`config.mk`:
```
export PLATFORM = sky130hd
export DESIGN_NAME = alu_operand_fetch
export DESIGN_NICKNAME = d
export VERILOG_FILES = /design/src/rtl/alu_operand_fetch.sv
export SDC_FILE = /design/constraint.sdc
export NUM_CORES = 1
export LEC_CHECK = 0
export BUFFER_PORTS_ARGS = -buffer_cell sky130_fd_sc_hd__buf_4
export CORE_MARGIN = 5
export CORE_UTILIZATION = 44
export CTS_BUF_LIST = sky130_fd_sc_hd__clkbuf_4 sky130_fd_sc_hd__clkbuf_8
export DETAILED_ROUTE_END_ITERATION = 16
export GPL_TIMING_DRIVEN = 0
export MAX_ROUTING_LAYER = met4
export PLACE_DENSITY_LB_ADDON = 0.25
export SETUP_SLACK_MARGIN = 0.05
export SLEW_MARGIN = 25
export SYNTH_ARGS = -nofsm -noshare
export SYNTH_HDL_FRONTEND = slang
export SYNTH_SLANG_ARGS = --single-unit
export TNS_END_PERCENT = 20
```
`constraint.sdc`:
```
create_clock -name clk -period 2.3 [get_ports clk]
set_clock_uncertainty 0.15 [all_clocks]
set_input_delay 0.23 -clock clk [delete_from_list [all_inputs] [get_ports clk]]
set_output_delay 0.23 -clock clk [all_outputs]
set_load 0.005 [all_outputs]
```
`src/rtl/alu_operand_fetch.sv`:
```
`default_nettype none
// ============================================================================
// Module  : alu_operand_fetch
// Brief   : Operand-fetch/issue stage ahead of the ALU. 16x32 register file,
//           EX/WB forwarding, registered valid/ready output to the ALU.
// Revision: 1.0 - initial release
// ============================================================================
module alu_operand_fetch #(
    parameter int DATA_W = 32,
    parameter int REG_N  = 16,
    parameter int ADDR_W = 4
) (
    input  logic              clk,
    input  logic              rst_n,
    input  logic              in_valid,
    output logic              in_ready,
    input  logic [2:0]        in_op,
    input  logic [3:0]        in_shift,
    input  logic [ADDR_W-1:0] in_ra1,
    input  logic [ADDR_W-1:0] in_ra2,
    input  logic [ADDR_W-1:0] in_wa,
    input  logic              in_use_imm,
    input  logic [DATA_W-1:0] in_imm,
    input  logic              ex_fwd_en,
    input  logic [ADDR_W-1:0] ex_fwd_wa,
    input  logic [DATA_W-1:0] ex_fwd_wd,
    input  logic              wb_we,
    input  logic [ADDR_W-1:0] wb_wa,
    input  logic [DATA_W-1:0] wb_wd,
    input  logic              flush,
    input  logic              out_ready,
    output logic              out_valid,
    output logic [DATA_W-1:0] sr1,
    output logic [DATA_W-1:0] sr2,
    output logic [2:0]        os,
    output logic [3:0]        shift,
    output logic [ADDR_W-1:0] out_wa
);

    localparam logic [ADDR_W-1:0] c_ZERO_IDX = '0;

    logic [DATA_W-1:0] r_regs [REG_N];
    logic              r_valid;
    logic [DATA_W-1:0] r_sr1;
    logic [DATA_W-1:0] r_sr2;
    logic [2:0]        r_os;
    logic [3:0]        r_shift;
    logic [ADDR_W-1:0] r_wa;

    logic              w_capture;
    logic              w_wb_write;
    logic [DATA_W-1:0] w_op1;
    logic [DATA_W-1:0] w_op2_reg;
    logic [DATA_W-1:0] w_op2;

    assign in_ready   = ~r_valid | out_ready;
    assign w_capture  = in_valid & in_ready & ~flush;
    assign w_wb_write = wb_we && (wb_wa != c_ZERO_IDX);

    // r0 has no storage; it always reads as zero
    assign r_regs[0] = '0;

    for (genvar gi = 1; gi < REG_N; gi++) begin : g_regfile
        always_ff @(posedge clk or negedge rst_n) begin
            if (!rst_n) begin
                r_regs[gi] <= '0;
            end else if (w_wb_write && (wb_wa == ADDR_W'(gi))) begin
                r_regs[gi] <= wb_wd;
            end
        end
    end

    // EX result is younger than WB data, so it wins when both target the index
    always_comb begin
        w_op1 = r_regs[in_ra1];
        if (in_ra1 == c_ZERO_IDX) begin
            w_op1 = '0;
        end else if (ex_fwd_en && (ex_fwd_wa == in_ra1)) begin
            w_op1 = ex_fwd_wd;
        end else if (wb_we && (wb_wa == in_ra1)) begin
            w_op1 = wb_wd;
        end
    end

    always_comb begin
        w_op2_reg = r_regs[in_ra2];
        if (in_ra2 == c_ZERO_IDX) begin
            w_op2_reg = '0;
        end else if (ex_fwd_en && (ex_fwd_wa == in_ra2)) begin
            w_op2_reg = ex_fwd_wd;
        end else if (wb_we && (wb_wa == in_ra2)) begin
            w_op2_reg = wb_wd;
        end
    end

    assign w_op2 = in_use_imm ? in_imm : w_op2_reg;

    always_ff @(posedge clk or negedge rst_n) begin
        if (!rst_n) begin
            r_valid <= 1'b0;
        end else if (flush) begin
            r_valid <= 1'b0;
        end else if (w_capture) begin
            r_valid <= 1'b1;
        end else if (out_ready) begin
            r_valid <= 1'b0;
        end
    end

    // Payload only moves on capture, so a stall holds it bit-stable
    always_ff @(posedge clk or negedge rst_n) begin
        if (!rst_n) begin
            r_sr1   <= '0;
            r_sr2   <= '0;
            r_os    <= '0;
            r_shift <= '0;
            r_wa    <= '0;
        end else if (w_capture) begin
            r_sr1   <= w_op1;
            r_sr2   <= w_op2;
            r_os    <= in_op;
            r_shift <= in_shift;
            r_wa    <= in_wa;
        end
    end

    assign out_valid = r_valid;
    assign sr1       = r_sr1;
    assign sr2       = r_sr2;
    assign os        = r_os;
    assign shift     = r_shift;
    assign out_wa    = r_wa;

endmodule
`default_nettype wire
```
Word-level counts from Yosys, hierarchy flattened
Index checks and enable logic that the tools add are counted.
W data, S select, Z words.
- register bits: 556
- bits in latches: 0
- bits in writable memories: 0
- ROM bits: 0
- output and inout bits: 77
- memories: 0
- $add $sub $neg: 0
- multipliers: 0
- div/mod/pow operators: 0
- order comparisons: 2
- equality and inequality tests: 19
- shifts and indexed selects: 0
- muxes and demuxes: 16
- bitwise operators: 7
- reductions and logical operators: 24
- operators by type and width (cell ; number):
    $mux W32 ; 11
    $bmux W32 S4 ; 2
    $eq A4 B4 Y1 const B ; 8
    $logic_and A1 B1 Y1 ; 20
    $eq A4 B3 Y1 const B ; 4
    $eq A4 B4 Y1 ; 4
    $ge A5 B5 Y1 const B ; 2
    $not A4 Y5 ; 2
    $eq A4 B2 Y1 const B ; 2
    $logic_not A4 Y1 ; 2
    $eq A4 B1 Y1 const B ; 1
    $reduce_bool A4 Y1 ; 1
    $mux W1 ; 3
    $reduce_bool A3 Y1 ; 1
    $and A1 B1 Y1 ; 2
    $not A1 Y1 ; 2
    $or A1 B1 Y1 ; 1

Longest topological paths before layout
- depth in word-level cells: 8
- mapped depth: 8
- mapped depth without buffers: 5

Worst setup path before layout
OpenSTA, ideal clock, no wires.
- kind: input to register
- from: input in_ra2[2]
- to: register r_sr2[12] (netlist: sr2[12])
- library setup time: 0.125 ns
- data arrival time: 1.667 ns
- data required time: 2.025 ns
- path slack: 0.358 ns
- cell stages on the path: 7
- cell sequence: buf_2 buf_2 buf_1 mux4_2 a22o_1 nor3_2 o21ai_1
- longest elaborated chain between the ends: 8
- elaborated cells on any way between the ends: 13
- classes of those cells: eq/ne: 2; mux: 7; bitwise: 1; reduce/logical: 3
- ends and longest elaborated chain (item ; RTL line ; text):
    start, declared ; 20 ; input logic [ADDR_W-1:0] in_ra2,
    $not A4 Y5 (implied by the code) ; 86 ; w_op2_reg = r_regs[in_ra2];
    $bmux W32 S4 ; 86 ;
    $mux W32 (implied by the code) (2 in a row) ; 86 ;
    $mux W32 ; 91 ; end else if (wb_we && (wb_wa == in_ra2)) begin
    $mux W32 ; 89 ; end else if (ex_fwd_en && (ex_fwd_wa == in_ra2)) begin
    $mux W32 * ; 87 ; if (in_ra2 == c_ZERO_IDX) begin
    $mux W32 * ; 96 ; assign w_op2 = in_use_imm ? in_imm : w_op2_reg;
    end signal, assigned ; 120 ; r_sr2 <= w_op2;
    end, declared ; 45 ; logic [DATA_W-1:0] r_sr2;
Every way passes the cells marked *; elsewhere a longest branch is shown, timed or not. The select of a mux whose other input is x is not followed.
A chain may end at the register's enable or synchronous reset.

Final worst setup path
- from: input in_ra1[1]
- to: register r_sr1[2] (netlist: sr1[2])
- longest elaborated chain between the ends: 7
- elaborated cells on any way between the ends: 12
- classes of those cells: eq/ne: 2; mux: 6; bitwise: 1; reduce/logical: 3
- ends and longest elaborated chain (item ; RTL line ; text):
    start, declared ; 19 ; input logic [ADDR_W-1:0] in_ra1,
    $not A4 Y5 (implied by the code) ; 75 ; w_op1 = r_regs[in_ra1];
    $bmux W32 S4 ; 75 ;
    $mux W32 (implied by the code) (2 in a row) ; 75 ;
    $mux W32 ; 80 ; end else if (wb_we && (wb_wa == in_ra1)) begin
    $mux W32 ; 78 ; end else if (ex_fwd_en && (ex_fwd_wa == in_ra1)) begin
    $mux W32 * ; 76 ; if (in_ra1 == c_ZERO_IDX) begin
    end signal, assigned ; 119 ; r_sr1 <= w_op1;
    end, declared ; 44 ; logic [DATA_W-1:0] r_sr1;
Marked as above.

==> impl_metrics.toml <==
[outcome]
status = "complete, but fails checks"
violations = "setup timing"

[critical_path]
r2r_cells = 8
start_kind = "primary input"
r2r_end = "sr2[19]"
crit_required_ns = 2.76
arrival_ns = 2.82
crit_path_end_kind = "flop"
crit_type = "primary input to flop"
r2r-start = "out_valid"
path_max_fanout = 10
rrSetupSlack_ns = 0.14

[sta]
fin_crit_sh_pct = 102
finalWorstSetupSlack_ns = -0.0533
max_freq_mhz = 425
slew_headroom_pct = 22.0
hold_viol = 0
period_needed_ns = 2.35
worst_slew_pin_slew_ns = 1.17
rsz0062_at_grt = "yes"
fin_tns_setup_ns = -0.0611
slew_viol_final = 0
setup_viol = 2

[floorplanning]
die_w_um = 272
dieHeight_um = 272
start_util_pct = 44.2
core_um2 = 68500
io_pins = 208
rows = 96
dieArea_um2 = 74200

[yosys]
synth_ff_type = "dfrtp_1"
yosys_warnings = 0
syn-num-nets = 2443
avgSynthCellArea_um2 = 13.1
ys_async_sr_fraction_pct = 100
ys_seq_elements = 556
yosysUniqueCellTypes = 45
synth_cells = 2312
synth_enable_flop_cells = 0
ys_seq_area_share_pct = 45.9
syn_area_um2 = 30300

[power_and_ir_drop]
leakagePower_uw = 0.0157
p_per_area_nw_per_um2 = 842
p_total_uw = 30700
ir_worst_vdd_mv = 0.462

[global_routing]
grt_first_pass_wirelength_um = 160000
antenna_found_initial = 3
gr-total-overflow = 0
grt_pass1_vias = 24500
grt_usage_pct = 29.7
grt_max_degree = 98

[routing]
first_pass_iters = 6
vias = 23800
viasPerCell = 6.45
antenna_left = 0
drc = 0
wl_um = 109000
wl_per_cell_um = 29.6
initialDrtViolationCount = 2402

[layout]
utilization_pct = 53.2
finish.instance_area_um2 = 36500
final_nets = 2870
drive_gt1_share_pct = 36.7
area_growth_pct = 20.4

[hold_path]
worstHoldPathCells = 4
worstHoldEndpoint = "r_regs[0]"
hold_path.class = "primary input to flop"
hp-start = "wb_wa[0]"

[clock_tree]
cts_tree = "yes"
cts_max_level = 3
cts.sinks = 556
cts_buffers = 97
cts_buffer_depth = 3
path_clk_slew_ns = 0.07
root_buffer = "clkbuf_8"
clk_latency_ns = 0.72

[place]
place.gp.congestion = 0.949
portBuffers = 201
hpwl_um = 75700
place_ws_ns = -0.929
dpl_cell_area_um2 = 33100

[run]
cap_viol_max_count = 0
metrics by stage:
step	cells	hold slack [ns]
after global routing	3694	0.0669
after detailed placement	3401	0.0375
after floorplan	2312	-0.216
after CTS	3686	0.00891
after global placement	3395	0.244
final	3695	0.0538
Yosys cell counts (all sizes together), types with 32 or more instances:
library cell | n | area (um^2)
a22o | 32 | 280
nor3 | 67 | 500
a21oi | 127 | 636
mux2 | 575 | 6470
nand2 | 72 | 270
dfrtp | 556 | 13900
mux2i | 32 | 320
a221oi | 63 | 552
nand3 | 34 | 170
mux4 | 161 | 3630
nor2b | 36 | 225
clkbuf | 120 | 450
and3 | 35 | 219
o221ai | 63 | 552
buf | 125 | 706
inv | 33 | 124
o21ai | 33 | 165
worst max-delay path, cell delays in order:
cell	delay, ns
buf_4	0.10
buf_2	0.29
nor2b_1	0.42
clkbuf_1	0.66
a22oi_1	0.21
o221ai_1	0.54
nand3_1	0.16
a21oi_1	0.20
where the power goes:
group          internal, uW  switching (uW)  total, uW
sequential            12000            1670      13700
combinational          4090            3140       7230
clock                  5570            4230       9810
logic make-up (layout without fill, tap and decap cells):
family	count (synthesis)	in the layout	share of synthesized area, %
compound gates	416	416	9.67
simple gates	278	278	5.28
mux	768	768	34.4
other cells	0	4	0
flops	556	556	45.9
buf+inv	278	775	4.23
xor+xnor	16	16	0.463
sequential cells by signal (all words and copies together) (netlist names):
name	cells
r_regs	480
sr1	32
out_valid	1
shift	4
out_wa	4
sr2	32
os	3
cells in the final DEF, fill, tap and decap left out, types with 71 or more instances in the layout:
cell type / netlist / routed
dfrtp_1: 556 / 556
mux2_2: 315 / 315
mux2_1: 260 / 260
buf_4: 21 / 227
mux4_2: 161 / 161
a21oi_1: 127 / 127
clkbuf_8: 0 / 114
dlygate4sd3_1: 0 / 114
clkbuf_1: 120 / 103
buf_2: 84 / 86
nand2_1: 72 / 71
how the worst max path moves through the flow:
| stage | start | to | slack, ns | cells after the start |
|---|---|---|---|---|
| 3_3_place_gp | rst_n | r_regs[72] | -5.07 | 1 |
| 6_report | in_ra1[1] | sr1[2] | -0.05 | 8 |
| 2_1_floorplan | in_ra2[2] | sr2[12] | 0.36 | 7 |
| 5_1_grt | in_ra1[1] | sr1[2] | -0.01 | 8 |
| 4_1_cts | out_valid | sr2[19] | 0.04 | 7 |
| 3_5_place_dp | in_ra2[3] | sr2[16] | -0.93 | 7 |
per-layer routing:
layer	global-route usage (%)	routed length (um)
met1	38.1	43200
met2	44.6	49400
met3	9.25	12400
met4	10.9	4490
met5	-	0
layout make-up:
| class | count | area, um^2 |
|---|---|---|
| flip-flops and latches | 556 | 13900 |
| well taps | 882 | 1100 |
| clock buffers | 147 | 1820 |
| inverters | 33 | 124 |
| plain buffers | 244 | 1180 |
| fillers | 5806 | 32000 |
| clock inverters | 22 | 248 |
| repair buffers | 329 | 2920 |
| diodes | 4 | 10.0 |
| multi-input cells | 1478 | 15100 |
what timing repair did:
action,CTS,global route
hold endpoints to repair,528,0
buffers inserted,2,4
hold buffers,115,0
resized for setup,21,17
pin swaps,1,1
endpoints found under the setup margin,50,159
cloned,0,1
(Power assumes the default switching activity.)
